File: src/rtl/logic_func_identifier_if.sv
// Operand-side bus between the logic-function identifier and the logic unit under test.
// master: identifier side; slave: logic unit / requester side.
interface logic_func_identifier_if;
   logic       start;
   logic       e_in;
   logic       a_out;
   logic       b_out;
   logic       busy;
   logic       done;
   logic [2:0] op_code;
   logic       error;

   modport master (
      input  start,
      input  e_in,
      output a_out,
      output b_out,
      output busy,
      output done,
      output op_code,
      output error
   );

   modport slave (
      output start,
      output e_in,
      input  a_out,
      input  b_out,
      input  busy,
      input  done,
      input  op_code,
      input  error
   );
endinterface

File: src/rtl/logic_func_identifier.sv
// Sweeps all A/B vectors into a 3-bit-selected logic unit and decodes its select code.
// Optional LOGIC_FUNC_ID_RECHECK_EN runs a second sweep and flags a select change mid-run.
module logic_func_identifier #(
   parameter int unsigned SETTLE = 1
) (
   input logic                   clk,
   input logic                   rst,
   logic_func_identifier_if.master bus
);

   typedef enum logic [1:0] {StIdle, StApply, StDecode, StDone} state_e;

   state_e     state_q;
   logic [1:0] i_q;
   logic [3:0] cnt_q;
   logic [3:0] tt_q;
   logic       a_q;
   logic       b_q;
   logic       busy_q;
   logic       done_q;
   logic [2:0] op_q;
   logic       err_q;
   logic [2:0] dec_op;
   logic       dec_err;

`ifdef LOGIC_FUNC_ID_RECHECK_EN
   logic       pass_q;
   logic [3:0] tt2_q;
`endif

   always_comb begin
      dec_op  = 3'd0;
      dec_err = 1'b0;
      case (tt_q)
         4'b1000: dec_op = 3'd0;
         4'b1110: dec_op = 3'd1;
         4'b0110: dec_op = 3'd2;
         4'b1001: dec_op = 3'd3;
         4'b0111: dec_op = 3'd4;
         4'b0001: dec_op = 3'd5;
         4'b0011: dec_op = 3'd6;
         4'b1100: dec_op = 3'd7;
         default: dec_err = 1'b1;
      endcase
`ifdef LOGIC_FUNC_ID_RECHECK_EN
      if (tt2_q != tt_q) begin
         dec_op  = 3'd0;
         dec_err = 1'b1;
      end
`endif
   end

   always_ff @(posedge clk) begin
      if (rst) begin
         state_q <= StIdle;
         i_q     <= 2'd0;
         cnt_q   <= 4'd0;
         tt_q    <= 4'd0;
         a_q     <= 1'b0;
         b_q     <= 1'b0;
         busy_q  <= 1'b0;
         done_q  <= 1'b0;
         op_q    <= 3'd0;
         err_q   <= 1'b0;
`ifdef LOGIC_FUNC_ID_RECHECK_EN
         pass_q  <= 1'b0;
         tt2_q   <= 4'd0;
`endif
      end else begin
         done_q <= 1'b0;
         unique case (state_q)
            StIdle: begin
               a_q <= 1'b0;
               b_q <= 1'b0;
               if (bus.start) begin
                  i_q     <= 2'd0;
                  cnt_q   <= 4'(SETTLE);
                  busy_q  <= 1'b1;
                  state_q <= StApply;
`ifdef LOGIC_FUNC_ID_RECHECK_EN
                  pass_q  <= 1'b0;
`endif
               end
            end
            StApply: begin
               if (cnt_q == 4'd1) begin
`ifdef LOGIC_FUNC_ID_RECHECK_EN
                  if (pass_q) tt2_q[i_q] <= bus.e_in;
                  else        tt_q[i_q]  <= bus.e_in;
`else
                  tt_q[i_q] <= bus.e_in;
`endif
                  cnt_q <= 4'(SETTLE);
                  if (i_q == 2'd3) begin
                     i_q        <= 2'd0;
                     {a_q, b_q} <= 2'b00;
`ifdef LOGIC_FUNC_ID_RECHECK_EN
                     if (pass_q) state_q <= StDecode;
                     else        pass_q  <= 1'b1;
`else
                     state_q <= StDecode;
`endif
                  end else begin
                     // Operands follow the index so vector i is held for SETTLE cycles.
                     i_q        <= i_q + 2'd1;
                     {a_q, b_q} <= i_q + 2'd1;
                  end
               end else begin
                  cnt_q <= cnt_q - 4'd1;
               end
            end
            StDecode: begin
               op_q    <= dec_op;
               err_q   <= dec_err;
               done_q  <= 1'b1;
               state_q <= StDone;
            end
            StDone: begin
               busy_q  <= 1'b0;
               state_q <= StIdle;
            end
            default: state_q <= StIdle;
         endcase
      end
   end

   assign bus.a_out   = a_q;
   assign bus.b_out   = b_q;
   assign bus.busy    = busy_q;
   assign bus.done    = done_q;
   assign bus.op_code = op_q;
   assign bus.error   = err_q;

endmodule
File: src/flat_wrapper.sv
// flat-port wrapper written by rule: the top's interface ports become plain ports
module logic_func_identifier_flat 
#(
   parameter int unsigned SETTLE = 1
)
  (clk, rst, bus_start, bus_e_in, bus_a_out, bus_b_out, bus_busy, bus_done, bus_op_code, bus_error);
  logic_func_identifier_if bus_i ();
  input logic clk;
  input logic rst;
  input wire logic [$bits(bus_i.start)-1:0] bus_start;
  input wire logic [$bits(bus_i.e_in)-1:0] bus_e_in;
  output wire logic [$bits(bus_i.a_out)-1:0] bus_a_out;
  output wire logic [$bits(bus_i.b_out)-1:0] bus_b_out;
  output wire logic [$bits(bus_i.busy)-1:0] bus_busy;
  output wire logic [$bits(bus_i.done)-1:0] bus_done;
  output wire logic [$bits(bus_i.op_code)-1:0] bus_op_code;
  output wire logic [$bits(bus_i.error)-1:0] bus_error;
  assign bus_i.start = bus_start;
  assign bus_i.e_in = bus_e_in;
  assign bus_a_out = bus_i.a_out;
  assign bus_b_out = bus_i.b_out;
  assign bus_busy = bus_i.busy;
  assign bus_done = bus_i.done;
  assign bus_op_code = bus_i.op_code;
  assign bus_error = bus_i.error;
  logic_func_identifier #(.SETTLE(SETTLE)) u_core (.clk(clk), .rst(rst), .bus(bus_i));
endmodule
File: config.mk
export PLATFORM = sky130hd
export DESIGN_NAME = logic_func_identifier_flat
export DESIGN_NICKNAME = d
export VERILOG_FILES = /design/src/rtl/logic_func_identifier_if.sv /design/src/rtl/logic_func_identifier.sv /design/src/flat_wrapper.sv
export SDC_FILE = /design/constraint.sdc
export NUM_CORES = 1
export LEC_CHECK = 0
export ABC_AREA = 1
export BUFFER_PORTS_ARGS = -buffer_cell sky130_fd_sc_hd__buf_2
export CAP_MARGIN = 20
export CORE_ASPECT_RATIO = 0.75
export CORE_MARGIN = 5
export CORE_UTILIZATION = 35
export CTS_CLUSTER_SIZE = 28
export DETAILED_ROUTE_END_ITERATION = 16
export HOLD_SLACK_MARGIN = 0.12
export PLACE_DENSITY = 0.5
export SKIP_CTS_REPAIR_TIMING = 1
export SLEW_MARGIN = 5
export SYNTH_ARGS = -nofsm -noshare
export SYNTH_HDL_FRONTEND = slang
export SYNTH_SLANG_ARGS = --single-unit
File: constraint.sdc
create_clock -name clk -period 1.51 [get_ports clk]
set_input_delay 0.0755 -clock clk [delete_from_list [all_inputs] [get_ports clk]]
set_output_delay 0.0755 -clock clk [all_outputs]
set_load 0.05 [all_outputs]
==> flow_metrics.env, run 1 <==
export IMPL_hold_viol_final=0
export IMPL_drc=0
export IMPL_yosys_cell_types_count=23
export IMPL_final_util=0.4240
export IMPL_initialDrtViolationCount=31
export IMPL_final_antenna_net_count=0
export IMPL_wl_mm=2.240
export IMPL_syn_to_final_growth_pct=15.45
export IMPL_die_h_microns=58.41
export IMPL_dieArea_sq_um=4354
export IMPL_yosysWarnings=0
export IMPL_syn_nets=169
export IMPL_start_util=0.3672
export IMPL_clock_sinks=20
export IMPL_r2r_end="u_core.bus.b_out"
export IMPL_num_rows=17
export IMPL_cp_max_fo=5
export IMPL_grt_pass1_wl_mm=4.002
export IMPL_critPathKind="reg -> reg"
export IMPL_vias_per_cell=4.639
export IMPL_reg2reg_depth=7
export IMPL_cts_root_buf="clkbuf_8"
export IMPL_grt_max_degree=13
export IMPL_syn_instance_count=155
export IMPL_drt_first_pass_iters=4
export IMPL_startpoint="u_core.cnt_q[1]"
export IMPL_antennaDiodeCount=0
export IMPL_clk_pin_slew_ps=80
export IMPL_cts_buffer_depth=2
export IMPL_power_per_cell_area_nw_per_um2=1936
export IMPL_fillers=326
export IMPL_min_period_ps=1325
export IMPL_die_w_microns=74.55
export IMPL_fin_skew_ps=3.097
export IMPL_antenna_found_initial=0
export IMPL_clk_latency_ps=260
export IMPL_num_io_pins=12
export IMPL_peakVddDrop_mv=0.8081
export IMPL_grt_setup_unrepaired="false"
export IMPL_crit_top_cell="nand2_1"
export IMPL_crit_family="simple AND/OR/NAND/NOR gates"
export IMPL_endpoint_kind="flop"
export IMPL_cp_required_ps=1670
export IMPL_place_gp_congestion=0.7562
export IMPL_maxSlewViolCount=0
export IMPL_gr_total_overflow=0
export IMPL_syn_area_sq_um=1094
export IMPL_core_sq_um=2978
export IMPL_hold_path_class="in -> reg"
export IMPL_cp_endpoint="u_core.bus.b_out"
export IMPL_worstMarginPinSlew_ps=307.5
export IMPL_dp_final_hpwl_mm=1.764
export IMPL_cp_num_buf_inv=1
export IMPL_synth_seq_cells=20
export IMPL_r2r_start="u_core.cnt_q[1]"
export IMPL_rrSetupSlack_ps=190
export IMPL_crit_cells=7
export IMPL_grt_pass1_vias=921
export IMPL_port_buffers=11
export IMPL_cts_buffers=3
export IMPL_drive_above_1_share=0.1588
export IMPL_path_cells="inv_1 -> ha_1 -> nand3_2 -> o21ai_0 -> nand2_1 -> nand2_1 -> nor2_1"
export IMPL_design_area_sq_um=1262
export IMPL_h_tree_depth=1
export IMPL_clock_fmax_ghz=0.7549
export IMPL_arrival_ps=1480
export IMPL_ys_seq_area_frac=0.3661
export IMPL_place_area_sq_um=1200
export IMPL_worstSetupStartpointType="flop"
export IMPL_grt_usage=0.1167
export IMPL_maxCapViolCount=0
export IMPL_cp_slowest_cell="dfxtp_1"
export IMPL_routedWlPerCell_microns=10.77
export IMPL_crit_path_max_incr_delay_ps=310
export IMPL_max_slew_margin=0.7928
export IMPL_avgSynthCellArea_sq_um=7.055
export IMPL_finalSetupTns_ps=0
export IMPL_tritoncts="yes"
export IMPL_fin_crit_sh=0.8773
export IMPL_leakage_nw=0.5705
export IMPL_layout_setup_ws_ps=185.4
export IMPL_p_total_w=0.002444
export IMPL_nNetsFinal=185
export IMPL_status="finished clean"
export IMPL_dp_slack_ps=55.88
export IMPL_vias=965
export IMPL_setup_viol_count_final=0
[area by class of cell]
class,instances,area (sq um),share of cell area
clock buffers,4,55.05,0.04361
inverters,23,86.33,0.06838
multi-input cells,111,608.1,0.4817
flip-flops and latches,20,402.9,0.3191
well taps,38,47.55,0.03766
repair buffers,12,62.56,0.04955
[how the worst min path moves through the flow]
| stage | from | to | slack (ps) | cells after the start |
|---|---|---|---|---|
| global placement | bus_e_in | u_core.tt_q[2] | 390 | 3 |
| global route | bus_e_in | u_core.tt_q[3] | 150 | 3 |
| CTS | bus_e_in | u_core.tt_q[1] | 120 | 3 |
| detailed placement | bus_e_in | u_core.tt_q[2] | 390 | 3 |
| finish | bus_e_in | u_core.tt_q[0] | 120 | 3 |
| floorplan | rst | u_core.bus.op_code[2] | 220 | 3 |
[per-stage QoR]
step           hold WS (ps)  cells
2_1_floorplan         223.5    155
3_3_place_gp          388.4    204
3_5_place_dp          393.8    204
4_1_cts               115.7    208
5_1_grt               146.3    208
6_report              117.7    208
[cell families (layout without fill, tap and decap cells)]
logic type                 after synthesis  after routing  synth area share
adders and majority gates               10             10            0.1144
AOI/OAI and AO/OA                       25             25            0.1327
and+or+nand+nor                         75             75            0.2963
DFF                                     20             20            0.3661
buffers and inverters                   24             39           0.08237
xor gates and xnor gates                 1              1          0.008011
[synth_stat cells]
master	instances	area, sq um
a211oi_1	1	7.510
a21oi_1	13	65.06
a31oi_1	1	6.260
clkbuf_1	1	3.750
dfxtp_1	20	400.4
ha_1	10	125.1
inv_1	22	82.58
inv_2	1	3.750
nand2_1	42	157.7
nand2_2	1	6.260
nand3_1	9	45.04
nand3_2	1	10.01
nand4_1	3	18.77
nor2_1	15	56.30
nor2_2	1	6.260
nor2_4	1	11.26
o211ai_1	1	7.510
o21a_1	1	7.510
o21ai_0	7	35.03
o21ai_4	1	16.27
or2_1	1	6.260
or2_2	1	6.260
xor2_1	1	8.760
[worst register-to-register path: stages (launching register included)]
cell	delay [ps]
dfxtp_1	310
inv_1	120
ha_1	180
nand3_2	130
o21ai_0	300
nand2_1	90
nand2_1	60
nor2_1	40
[report_power, final]
| part | switching, W | internal [W] | total [W] | leakage, nW |
|---|---|---|---|---|
| Combinational | 0.000852 | 0.000408 | 0.00126 | 0.378 |
| Clock | 0.000179 | 0.000232 | 0.000411 | 0.0288 |
| Sequential | 0.0000933 | 0.000680 | 0.000773 | 0.164 |
[state kept, by name (all words and copies together) (netlist names)]
name and cells:
u_core.bus.a_out 1, u_core.bus.b_out 1, u_core.bus.busy 1, u_core.bus.done 1
u_core.bus.error 1, u_core.bus.op_code 3, u_core.cnt_q 4, u_core.i_q 2
u_core.state_q 2, u_core.tt_q 4
[layout by cell type (no fill, tap or decap), drive strengths merged]
cell / n
a211oi: 1
o211ai: 1
ha: 10
o21a: 1
nand4: 3
or2: 2
xor2: 1
clkbuf: 4
nand3: 10
inv: 23
a31oi: 1
nand2: 43
dfxtp: 20
a21oi: 13
buf: 12
o21ai: 8
nor2: 17
[layer usage]
metal  global-route usage  wire length [microns]  up-vias
met3              0.04096                     96        2
met2               0.1665                    918       16
met4              0.02284                     12        0
li1                     -                      -      523
met5                    0                      0        -
met1               0.1694                   1213      424
Power figures use the tool's default switching activity.
==> inputs of run 2 (changes only) <==
--- a/config.mk
+++ b/config.mk
@@ -5,7 +5,7 @@
 export SDC_FILE = /design/constraint.sdc
 export NUM_CORES = 1
 export LEC_CHECK = 0
-export ABC_AREA = 1
+export ABC_AREA = 0
 export BUFFER_PORTS_ARGS = -buffer_cell sky130_fd_sc_hd__buf_2
 export CAP_MARGIN = 20
 export CORE_ASPECT_RATIO = 0.75
==> run 2 against run 1 <==
  * The flow now finishes with violations (setup timing)
  * Count of clock-buffer cells in the layout shrank 1
  * Power grew 14%
  * Register-to-register slack lost 260 ps
  * Non-clock buffer count grew 22
  * Via count grew 2.8%
  * Final area grew 19%
  * Utilization grew 8.2 points
  * Flip-flop and latch count is the same
  * Synthesized area grew 0.69%
  * Hold slack gained 120 ps
  * Highest routed layer unchanged
==> flow_metrics.env, run 2 <==
export IMPL_layout_setup_ws_ps=-75.19
export IMPL_final_antenna_net_count=0
export IMPL_cts_buffers=3
export IMPL_yosysWarnings=0
export IMPL_hold_path_class="in -> reg"
export IMPL_maxCapViolCount=0
export IMPL_gr_total_overflow=0
export IMPL_syn_nets=139
export IMPL_peakVddDrop_mv=1.042
export IMPL_min_from="rst"
export IMPL_async_flop_share=0
export IMPL_cp_max_fo=6
export IMPL_h_tree_depth=1
export IMPL_syn_to_final_growth_pct=36.93
export IMPL_syn_instance_count=125
export IMPL_grt_usage=0.1218
export IMPL_grt_pass1_wl_mm=4.181
export IMPL_clk_latency_ps=270
export IMPL_final_cell_mix="20 x buf_4, 17 x dfxtp_1, 12 x inv_1"
export IMPL_max_slew_margin=0.7196
export IMPL_clock_fmax_ghz=0.6308
export IMPL_avgSynthCellArea_sq_um=8.808
export IMPL_dp_slack_ps=-52.83
export IMPL_fillers=285
export IMPL_violations="setup timing"
export IMPL_fin_skew_ps=6.562
export IMPL_worstMarginPinSlew_ps=420.6
export IMPL_num_io_pins=12
export IMPL_stdcell_count=194
export IMPL_fin_crit_sh=1.050
export IMPL_drive_above_1_share=0.3654
export IMPL_tritoncts="yes"
export IMPL_holdWs_ps=234.5
export IMPL_num_rows=17
export IMPL_grt_pass1_vias=943
export IMPL_antenna_found_initial=0
export IMPL_place_area_sq_um=1326
export IMPL_status="finished with violations"
export IMPL_synth_top_area_frac=0.3636
export IMPL_layout_commonest_cell="buf_4"
export IMPL_power_per_cell_area_nw_per_um2=1841
export IMPL_die_w_microns=74.77
export IMPL_synth_top_area_cell="dfxtp_1"
export IMPL_critPathKind="reg -> reg"
export IMPL_synth_area_leaders="dfxtp_1 36%, ha_1 11%, inv_1 4.4%, a21oi_1 4.1%, nand3_1 3.6%"
export IMPL_design_area_sq_um=1508
export IMPL_grt_max_degree=23
export IMPL_routedWlPerCell_microns=13.48
export IMPL_yosys_top_cells_count="20 x dfxtp_1, 13 x inv_1, 10 x ha_1"
export IMPL_placed_cells=186
export IMPL_dp_final_hpwl_mm=1.859
export IMPL_clk_pin_slew_ps=80
export IMPL_die_h_microns=58.58
export IMPL_yosys_cell_types_count=34
export IMPL_r2r_start="u_core.cnt_q[1]"
export IMPL_min_period_ps=1585
export IMPL_startpoint="u_core.cnt_q[1]"
export IMPL_antennaDiodeCount=0
export IMPL_drt_first_pass_iters=5
export IMPL_vias=992
export IMPL_start_util=0.3697
export IMPL_setup_viol_count_final=2
export IMPL_leakage_nw=0.6134
export IMPL_synth_top_flop_cell="dfxtp_1"
export IMPL_drc=0
export IMPL_dieArea_sq_um=4379
export IMPL_core_sq_um=2978
export IMPL_clock_sinks=20
export IMPL_cts_root_buf="clkbuf_8"
export IMPL_port_buffers=11
export IMPL_cts_buffer_depth=2
export IMPL_endpoint_kind="flop"
export IMPL_maxSlewViolCount=0
export IMPL_synth_most_common_cell="dfxtp_1"
export IMPL_wl_mm=2.615
export IMPL_cp_required_ps=1690
export IMPL_ys_seq_area_frac=0.3636
export IMPL_vias_per_cell=5.113
export IMPL_initialDrtViolationCount=81
export IMPL_hold_viol_final=0
export IMPL_place_gp_congestion=0.8040
export IMPL_nNetsFinal=171
export IMPL_syn_area_sq_um=1101
export IMPL_arrival_ps=1770
export IMPL_worstSetupStartpointType="flop"
export IMPL_grt_setup_unrepaired="true"
export IMPL_synth_seq_cells=20
export IMPL_synth_edf_count=0
==> run 2: cell count changes after synthesis, moves of 3 or more <==
cell and delta:
nand2b_1 +6, inv_1 -9, a211oi_1 +4, mux2i_1 +3, a211o_1 +3, o21ai_0 -3, nor2_1 -11, nand2_1 -39
a21oi_1 -4, clkbuf_1 +6
==> run 2: kinds of logic after synthesis <==
logic type | share of synthesized area
and+or+nand+nor | 0.2148
AOI/OAI and AO/OA | 0.1966
buffers and inverters | 0.06819
DFF | 0.3636
adders and majority gates | 0.1136
muxes | 0.02727
xor gates and xnor gates | 0.01591
==> run 2: layer usage <==
layer / share of wire / vias up / GRT usage
li1: - / 507 / -
met1: 0.51 / 466 / 0.1698
met2: 0.44 / 15 / 0.1852
met3: 0.044 / 4 / 0.03925
met4: 0.0073 / 0 / 0.02284
met5: 0 / - / 0
==> run 2: layout make-up <==
type	count	area, sq um	area share
Sequential cell	20	404.1	0.2680
Inverter	13	48.80	0.03237
Clock inverter	1	30.03	0.01992
Tap cell	38	47.55	0.03154
Multi-Input combinational cell	85	699.4	0.4639
Timing Repair Buffer	34	236.5	0.1568
Clock buffer	3	41.29	0.02739
==> run 2: power by group <==
| part | switching (W) | internal (W) |
|---|---|---|
| logic | 0.000787 | 0.000709 |
| clock network | 0.000200 | 0.000354 |
| registers | 0.0000775 | 0.000649 |
| total | 0.00106 | 0.00171 |
==> run 2: critical path: stages, from the launching register on <==
cell and delay, ps:
dfxtp_2 330, inv_2 70, ha_4 130, or3b_4 430
a211o_1 360, a211oi_2 190
==> run 2: metrics by stage <==
stage,utilization,TNS [ps],total power [W]
after floorplan,-,0,0.001526
after global placement,0.4454,-31.62,0.002008
after detailed placement,0.4454,-73.51,0.002020
after CTS,0.4693,-151.2,0.002578
after global routing,0.5063,-380.3,0.002946
final,0.5063,-125.5,0.002776
==> run 2: final timing paths <==
| kind | end | slack (ps) | depth (start not counted) |
|---|---|---|---|
| setup reg to reg | u_core.state_q[0] | -80 | 5 |
| hold reg to reg | u_core.bus.b_out | 470 | 2 |
| hold / removal | u_core.bus.op_code[1] | 230 | 2 |
| setup / recovery | u_core.state_q[0] | -80 | 5 |
